File: src/rtl/spi_slave_if.sv
// Bus bundle between the SPI slave and its surroundings: the four SPI pins
// plus the ALU-facing operand/result words.
// Optional macro SPI_SLAVE_OPERAND_VALID_EN adds the operand_valid strobe.
interface spi_slave_if #(
  parameter int DATA_W = 32
);
  logic                  SPI_CLK;
  logic                  SPI_PICO;
  logic                  SPI_CS;
  logic                  SPI_POCI;
  logic [2*DATA_W-1:0]   alu_results;
  logic [DATA_W-1:0]     operand1;
  logic [DATA_W-1:0]     operand2;
`ifdef SPI_SLAVE_OPERAND_VALID_EN
  logic                  operand_valid;

  modport slave (
    input  SPI_CLK, SPI_PICO, SPI_CS, alu_results,
    output SPI_POCI, operand1, operand2, operand_valid
  );

  modport master (
    output SPI_CLK, SPI_PICO, SPI_CS, alu_results,
    input  SPI_POCI, operand1, operand2, operand_valid
  );
`else
  modport slave (
    input  SPI_CLK, SPI_PICO, SPI_CS, alu_results,
    output SPI_POCI, operand1, operand2
  );

  modport master (
    output SPI_CLK, SPI_PICO, SPI_CS, alu_results,
    input  SPI_POCI, operand1, operand2
  );
`endif
endinterface

File: src/rtl/spi_slave.sv
// SPI mode 0 slave, oversampled in the clk domain. Receives a 2*DATA_W bit
// operand frame (MSB first) and returns the latched ALU result word in the
// same full-duplex transfer.
// Optional macro SPI_SLAVE_OPERAND_VALID_EN adds a one-cycle operand_valid
// strobe coincident with the operand update.
module spi_slave #(
  parameter int DATA_W      = 32,
  parameter int SYNC_STAGES = 2
) (
  input  logic        clk,
  input  logic        rst,
  spi_slave_if.slave  bus
);

  localparam int                FRAME_W  = 2 * DATA_W;
  localparam int                CNT_W    = $clog2(FRAME_W + 1);
  localparam logic [CNT_W-1:0]  LAST_BIT = CNT_W'(FRAME_W - 1);

  // IDLE: no frame; SHIFT: collecting bits; DONE: full frame seen, extra
  // edges ignored until CS goes high again.
  typedef enum logic [1:0] {
    IDLE  = 2'd0,
    SHIFT = 2'd1,
    DONE  = 2'd2
  } state_t;

  state_t                 state_q;
  state_t                 state_d;

  logic [SYNC_STAGES-1:0] sck_sync;
  logic [SYNC_STAGES-1:0] cs_sync;
  logic [SYNC_STAGES-1:0] pico_sync;
  logic                   sck_d;
  logic                   cs_d;
  logic                   sck_s;
  logic                   cs_s;
  logic                   pico_s;
  logic                   sck_rise;
  logic                   sck_fall;
  logic                   cs_fall;

  logic                   rx_shift;
  logic                   tx_shift;
  logic                   frame_done;
  logic                   load_q;

  logic [CNT_W-1:0]       bit_cnt;
  logic [FRAME_W-1:0]     rx_q;
  logic [FRAME_W-1:0]     tx_q;
  logic                   poci_q;
  logic [DATA_W-1:0]      op1_q;
  logic [DATA_W-1:0]      op2_q;

  // PICO is taken from the same stage as SCK so data and clock line up.
  assign sck_s    = sck_sync[SYNC_STAGES-1];
  assign cs_s     = cs_sync[SYNC_STAGES-1];
  assign pico_s   = pico_sync[SYNC_STAGES-1];
  assign sck_rise = sck_s & ~sck_d;
  assign sck_fall = ~sck_s & sck_d;
  assign cs_fall  = ~cs_s & cs_d;

  // Synchronise the SPI pins and keep one delayed copy for edge detection.
  always_ff @(posedge clk) begin
    if (rst) begin
      sck_sync  <= '0;
      cs_sync   <= '1;
      pico_sync <= '0;
      sck_d     <= 1'b0;
      cs_d      <= 1'b1;
    end else begin
      sck_sync  <= {sck_sync[SYNC_STAGES-2:0], bus.SPI_CLK};
      cs_sync   <= {cs_sync[SYNC_STAGES-2:0], bus.SPI_CS};
      pico_sync <= {pico_sync[SYNC_STAGES-2:0], bus.SPI_PICO};
      sck_d     <= sck_s;
      cs_d      <= cs_s;
    end
  end

  // Frame state register.
  always_ff @(posedge clk) begin
    if (rst) begin
      state_q <= IDLE;
    end else begin
      state_q <= state_d;
    end
  end

  // Next state and shift strobes; a CS falling edge wins over any SCK edge.
  always_comb begin
    state_d    = state_q;
    rx_shift   = 1'b0;
    tx_shift   = 1'b0;
    frame_done = 1'b0;
    if (cs_s) begin
      state_d = IDLE;
    end else if (cs_fall) begin
      state_d = SHIFT;
    end else begin
      tx_shift = (state_q != IDLE) && sck_fall;
      if (state_q == SHIFT && sck_rise) begin
        rx_shift = 1'b1;
        if (bit_cnt == LAST_BIT) begin
          frame_done = 1'b1;
          state_d    = DONE;
        end
      end
    end
  end

  // Receive side: bit counter, rx shift register and completion strobe.
  always_ff @(posedge clk) begin
    if (rst) begin
      bit_cnt <= '0;
      rx_q    <= '0;
      load_q  <= 1'b0;
    end else begin
      load_q <= frame_done;
      if (cs_s || cs_fall) begin
        bit_cnt <= '0;
      end else if (rx_shift) begin
        bit_cnt <= bit_cnt + CNT_W'(1);
      end
      if (rx_shift) begin
        rx_q <= {rx_q[FRAME_W-2:0], pico_s};
      end
    end
  end

  // Transmit side: latch the result at frame start, shift on SCK falls;
  // zero fill makes POCI drop to 0 once every bit has gone out.
  always_ff @(posedge clk) begin
    if (rst) begin
      tx_q   <= '0;
      poci_q <= 1'b0;
    end else if (cs_s) begin
      poci_q <= 1'b0;
    end else if (cs_fall) begin
      tx_q   <= bus.alu_results;
      poci_q <= bus.alu_results[FRAME_W-1];
    end else if (tx_shift) begin
      tx_q   <= {tx_q[FRAME_W-2:0], 1'b0};
      poci_q <= tx_q[FRAME_W-2];
    end
  end

  // Publish both operands together one cycle after the last bit arrives.
  always_ff @(posedge clk) begin
    if (rst) begin
      op1_q <= '0;
      op2_q <= '0;
    end else if (load_q) begin
      op1_q <= rx_q[FRAME_W-1:DATA_W];
      op2_q <= rx_q[DATA_W-1:0];
    end
  end

  assign bus.SPI_POCI = poci_q;
  assign bus.operand1 = op1_q;
  assign bus.operand2 = op2_q;

`ifdef SPI_SLAVE_OPERAND_VALID_EN
  logic valid_q;

  // Strobe aligned with the operand register update.
  always_ff @(posedge clk) begin
    if (rst) begin
      valid_q <= 1'b0;
    end else begin
      valid_q <= load_q;
    end
  end

  assign bus.operand_valid = valid_q;
`endif

endmodule

File: src/flat_wrapper.sv
// flat-port wrapper written by rule: the top's interface ports become plain ports
module spi_slave_flat 
#(
  parameter int DATA_W      = 32,
  parameter int SYNC_STAGES = 2
)
  (clk, rst, bus_SPI_CLK, bus_SPI_PICO, bus_SPI_CS, bus_alu_results, bus_SPI_POCI, bus_operand1, bus_operand2);
  spi_slave_if #(.DATA_W(DATA_W)) bus_i ();
  input  logic clk;
  input  logic rst;
  input wire logic [$bits(bus_i.SPI_CLK)-1:0] bus_SPI_CLK;
  input wire logic [$bits(bus_i.SPI_PICO)-1:0] bus_SPI_PICO;
  input wire logic [$bits(bus_i.SPI_CS)-1:0] bus_SPI_CS;
  input wire logic [$bits(bus_i.alu_results)-1:0] bus_alu_results;
  output wire logic [$bits(bus_i.SPI_POCI)-1:0] bus_SPI_POCI;
  output wire logic [$bits(bus_i.operand1)-1:0] bus_operand1;
  output wire logic [$bits(bus_i.operand2)-1:0] bus_operand2;
  assign bus_i.SPI_CLK = bus_SPI_CLK;
  assign bus_i.SPI_PICO = bus_SPI_PICO;
  assign bus_i.SPI_CS = bus_SPI_CS;
  assign bus_i.alu_results = bus_alu_results;
  assign bus_SPI_POCI = bus_i.SPI_POCI;
  assign bus_operand1 = bus_i.operand1;
  assign bus_operand2 = bus_i.operand2;
  spi_slave #(.DATA_W(DATA_W), .SYNC_STAGES(SYNC_STAGES)) u_core (.clk(clk), .rst(rst), .bus(bus_i));
endmodule
File: config.mk
export PLATFORM = sky130hd
export DESIGN_NAME = spi_slave_flat
export DESIGN_NICKNAME = d
export VERILOG_FILES = /design/src/rtl/spi_slave_if.sv /design/src/rtl/spi_slave.sv /design/src/flat_wrapper.sv
export SDC_FILE = /design/constraint.sdc
export NUM_CORES = 1
export LEC_CHECK = 0
export ABC_CLOCK_PERIOD_IN_PS = 2090
export BUFFER_PORTS_ARGS = -buffer_cell sky130_fd_sc_hd__buf_4
export CAP_MARGIN = 20
export CORE_UTILIZATION = 51
export CTS_BUF_LIST = sky130_fd_sc_hd__clkbuf_4 sky130_fd_sc_hd__clkbuf_8
export CTS_CLUSTER_DIAMETER = 100
export DETAILED_ROUTE_END_ITERATION = 16
export PLACE_DENSITY = 0.81
export SYNTH_ARGS = -nofsm -noshare
export SYNTH_HDL_FRONTEND = slang
export SYNTH_SLANG_ARGS = --single-unit
File: constraint.sdc
create_clock -name clk -period 2.09 [get_ports clk]
set_input_delay 0.209 -clock clk [delete_from_list [all_inputs] [get_ports clk]]
set_output_delay 0.209 -clock clk [all_outputs]
set_load 0.05 [all_outputs]
==> run_summary.xml <==
<?xml version="1.0" encoding="UTF-8"?>
<metrics>
  <group name="worst_setup_path">
    <metric name="cp_max_fo" unit="">23</metric>
    <metric name="startpoint_type" unit="">register</metric>
    <metric name="worst_setup_path_type" unit="">reg -&gt; reg</metric>
    <metric name="signal_arrival_time_at_the_worst_endpoint" unit="ps">2170</metric>
    <metric name="worst_ep_required_time" unit="ps">2530</metric>
    <metric name="end_kind" unit="">register</metric>
    <metric name="reg2reg_setup_slack" unit="ps">360</metric>
  </group>
  <group name="timing">
    <metric name="timing.fmax" unit="MHz">578</metric>
    <metric name="timing.clock.skew" unit="ps">25.7</metric>
    <metric name="min_period" unit="ps">1730</metric>
    <metric name="setup_viol" unit="">0</metric>
    <metric name="layout_setup_ws" unit="ps">359</metric>
    <metric name="timing_max_transition_violations_final" unit="">0</metric>
    <metric name="fin_crit_sh" unit="%">82.8</metric>
    <metric name="maxSlewHeadroom" unit="%">55.9</metric>
    <metric name="final_setup_tns" unit="ps">0</metric>
    <metric name="grt_setup_unrepaired" unit="">false</metric>
    <metric name="timing.final.hold_violations" unit="">0</metric>
    <metric name="tightestPinTransition" unit="ps">661</metric>
  </group>
  <group name="route">
    <metric name="count_of_vias_placed_by_the_detailed_router" unit="">6575</metric>
    <metric name="routedWlPerCell" unit="um">13.6</metric>
    <metric name="drcViolationCount" unit="">0</metric>
    <metric name="drtAntennaViolNets" unit="">0</metric>
    <metric name="wirelength" unit="um">17200</metric>
    <metric name="dr.pass1.iters" unit="">6</metric>
    <metric name="detail_route.iter0.violations" unit="">407</metric>
    <metric name="vias_cell" unit="">5.20</metric>
  </group>
  <group name="logic_synthesis">
    <metric name="synth.distinct_cells" unit="">30</metric>
    <metric name="ys_dominant_reg_cell" unit="">sky130_fd_sc_hd__dfxtp_1</metric>
    <metric name="yosysSeqAreaShare" unit="%">51.1</metric>
    <metric name="yosys_warnings" unit="">0</metric>
    <metric name="post_synthesis_net_count" unit="">983</metric>
    <metric name="synth_top_area_share" unit="%">51.1</metric>
    <metric name="yosys_reg_bits" unit="">210</metric>
    <metric name="synth_simple_gate_area_share" unit="%">15.9</metric>
    <metric name="synth_xor_xnor_area_share" unit="%">0.639</metric>
    <metric name="synth_area" unit="sq um">8220</metric>
    <metric name="synth-async-reset-ratio" unit="%">0</metric>
    <metric name="synth_area_leader_cell" unit="">sky130_fd_sc_hd__dfxtp_1</metric>
    <metric name="synth_compound_gate_area_share" unit="%">12.2</metric>
    <metric name="ys_top_cells_by_area" unit="">sky130_fd_sc_hd__dfxtp_1 51%, sky130_fd_sc_hd__mux2i_1 15%, sky130_fd_sc_hd__a21oi_1 7.9%</metric>
    <metric name="main_combinational_cell_family_by_area_after_synthesis" unit="">simple AND/OR/NAND/NOR gates</metric>
    <metric name="yosys.area_share.adder" unit="%">0.152</metric>
    <metric name="synth_edf_count" unit="">0</metric>
    <metric name="postSynthAreaPerCell" unit="sq um">9.01</metric>
    <metric name="synthCells" unit="">913</metric>
    <metric name="synthMuxAreaShare" unit="%">15.3</metric>
  </group>
  <group name="power_and_ir_drop">
    <metric name="irDropWorstVdd" unit="V">0.000613</metric>
    <metric name="p_leak" unit="uW">0.00355</metric>
    <metric name="powerDensity" unit="nW/um^2">801</metric>
  </group>
  <group name="cts">
    <metric name="htree_num_levels" unit="">2</metric>
    <metric name="cts_setup_buffers" unit="">0</metric>
    <metric name="clk_path_buf_depth" unit="">3</metric>
    <metric name="tritoncts.num_buffers" unit="">35</metric>
    <metric name="cts_tree" unit="">done</metric>
    <metric name="clkSlewWorstSetupHoldPaths" unit="ps">60</metric>
    <metric name="clk_root_buffer_cell" unit="">sky130_fd_sc_hd__clkbuf_8</metric>
    <metric name="clock-sinks" unit="">210</metric>
    <metric name="clock_latency" unit="ps">520</metric>
  </group>
  <group name="status">
    <metric name="status" unit="">completed</metric>
  </group>
  <group name="floorplan">
    <metric name="floorplan.initialDensity" unit="%">52.0</metric>
    <metric name="die_x" unit="um">129</metric>
    <metric name="coreArea" unit="sq um">15800</metric>
    <metric name="num_rows" unit="">46</metric>
    <metric name="die-area" unit="sq um">16600</metric>
    <metric name="die_y" unit="um">129</metric>
    <metric name="ioPinCount" unit="">134</metric>
  </group>
  <group name="global_routing">
    <metric name="grt_antenna_before_repair" unit="">0</metric>
    <metric name="globalRoute.totalOverflow" unit="">0</metric>
    <metric name="grt_start_max_net_pins" unit="">135</metric>
    <metric name="grt_pass1_wl" unit="um">28000</metric>
    <metric name="first_global_vias" unit="">5857</metric>
    <metric name="total_routing_resource_utilization_after_global_routing" unit="%">20.6</metric>
  </group>
  <group name="placement">
    <metric name="detailedPlacementHpwl" unit="um">9980</metric>
    <metric name="gp_routability_congestion" unit="">0.739</metric>
    <metric name="place_worst_setup_slack" unit="ps">351</metric>
    <metric name="port-buffer-count" unit="">133</metric>
  </group>
  <group name="worst_hold_path">
    <metric name="hold_path_class" unit="">in -&gt; reg</metric>
  </group>
  <group name="cells_and_area">
    <metric name="layout.cells.most_common_list" unit="">208 x sky130_fd_sc_hd__dfxtp_1, 140 x sky130_fd_sc_hd__buf_4, 130 x sky130_fd_sc_hd__nand2_1</metric>
    <metric name="area.growth.synth_to_final" unit="%">23.1</metric>
    <metric name="num-nets-final" unit="">1093</metric>
    <metric name="num_antenna_cells" unit="">0</metric>
    <metric name="drive_gt1_share" unit="%">20.9</metric>
    <metric name="leading_cell_type_in_the_layout_fill_and_taps_excluded" unit="">sky130_fd_sc_hd__dfxtp_1</metric>
  </group>
  <group name="run">
    <metric name="max_cap_violations" unit="">0</metric>
  </group>
</metrics>
[power by group]
group	internal [uW]	leakage, uW	switching (uW)	total [uW]
combinational	147	0.00146	159	306
sequential	4020	0.00169	7.85	4030
clock	2170	0.000397	1610	3780
total	6340	0.00355	1770	8110
[layer usage]
layer | global-route usage (%) | routed length [um] | vias up
met5 | 0 | 0 | -
met4 | 7.61 | 287 | 0
li1 | - | - | 3337
met2 | 31.8 | 7830 | 158
met3 | 5.32 | 1030 | 25
met1 | 27.6 | 8020 | 3055
[per-stage QoR]
stage                     hold slack (ps)  std cells  instance area [sq um]  utilization [%]  total power, uW
after floorplan                       313        913                   8220                -             4280
after global placement                396       1197                   9330             58.9             4410
after detailed placement              398       1197                   9330             58.9             4410
after CTS                            16.0       1264                  10100             64.0             8220
after global routing                 57.0       1264                  10100             64.0             8430
final                                48.3       1264                  10100             64.0             8110
[kinds of logic after synthesis]
| kind of cell | count (synthesis) |
|---|---|
| AOI/OAI and AO/OA | 197 |
| xor gates and xnor gates | 6 |
| adders and majority gates | 1 |
| buffers and inverters | 82 |
| DFF | 210 |
| muxes | 126 |
| and+or+nand+nor | 291 |
[final cells by class]
| cell class | count | area, sq um |
|---|---|---|
| flip-flops and latches | 210 | 4210 |
| inverters | 3 | 11.3 |
| clock buffers | 59 | 718 |
| fillers | 1333 | 5700 |
| repair buffers | 152 | 1230 |
| well taps | 216 | 270 |
| multi-input cells | 621 | 3650 |
| clock inverters | 3 | 32.5 |
[worst max-delay path, cell delays in order, from the launching register on]
cell and delay [ps]:
sky130_fd_sc_hd__dfxtp_1 460, sky130_fd_sc_hd__and2b_4 220, sky130_fd_sc_hd__buf_4 360, sky130_fd_sc_hd__mux2i_1 130
sky130_fd_sc_hd__or3_1 310, sky130_fd_sc_hd__a21oi_1 160
[registers in the layout, summed over array words and instances (netlist names)]
| signal | flops |
|---|---|
| u_core.bus.SPI_POCI | 1 |
| u_core.tx_q | 63 |
| u_core.bit_cnt | 7 |
| u_core.cs_sync | 2 |
| u_core.bus.operand1 | 32 |
| u_core.rx_q | 64 |
| u_core.sck_sync | 2 |
| u_core.pico_sync | 2 |
| u_core.sck_d | 1 |
| u_core.load_q | 1 |
| u_core.bus.operand2 | 32 |
| u_core.cs_d | 1 |
| u_core.state_q | 2 |
[cell usage after synthesis (2+ instances only)]
master / n
sky130_fd_sc_hd__nand4_1: 4
sky130_fd_sc_hd__a21oi_1: 129
sky130_fd_sc_hd__and2_1: 2
sky130_fd_sc_hd__xor2_1: 5
sky130_fd_sc_hd__inv_1: 3
sky130_fd_sc_hd__clkbuf_1: 49
sky130_fd_sc_hd__nor3_1: 2
sky130_fd_sc_hd__nand2_1: 131
sky130_fd_sc_hd__nor2b_1: 4
sky130_fd_sc_hd__and3_1: 2
sky130_fd_sc_hd__buf_6: 6
sky130_fd_sc_hd__or2_2: 3
sky130_fd_sc_hd__nand3_1: 2
sky130_fd_sc_hd__dfxtp_1: 210
sky130_fd_sc_hd__nor2_1: 75
sky130_fd_sc_hd__buf_2: 21
sky130_fd_sc_hd__buf_1: 2
sky130_fd_sc_hd__mux2i_1: 126
sky130_fd_sc_hd__or3_1: 63
sky130_fd_sc_hd__o21ai_0: 64
[path summary, 6_finish.rpt]
| path | endpoint | depth (start not counted) | from |
|---|---|---|---|
| worst min register to register | u_core.cs_sync[1] | 1 | u_core.cs_sync[0] |
| worst max-delay path | u_core.tx_q[23] | 5 | u_core.cs_d |
| worst min-delay path | u_core.bus.SPI_POCI | 4 | bus_alu_results[63] |
| worst max register to register | u_core.tx_q[23] | 5 | u_core.cs_d |
[repair_timing]
action	in CTS	in global routing
hold endpoints to repair	20	0
hold buffers	5	0
resized for setup	0	0
No activity file was read; power rests on OpenSTA's default activity.
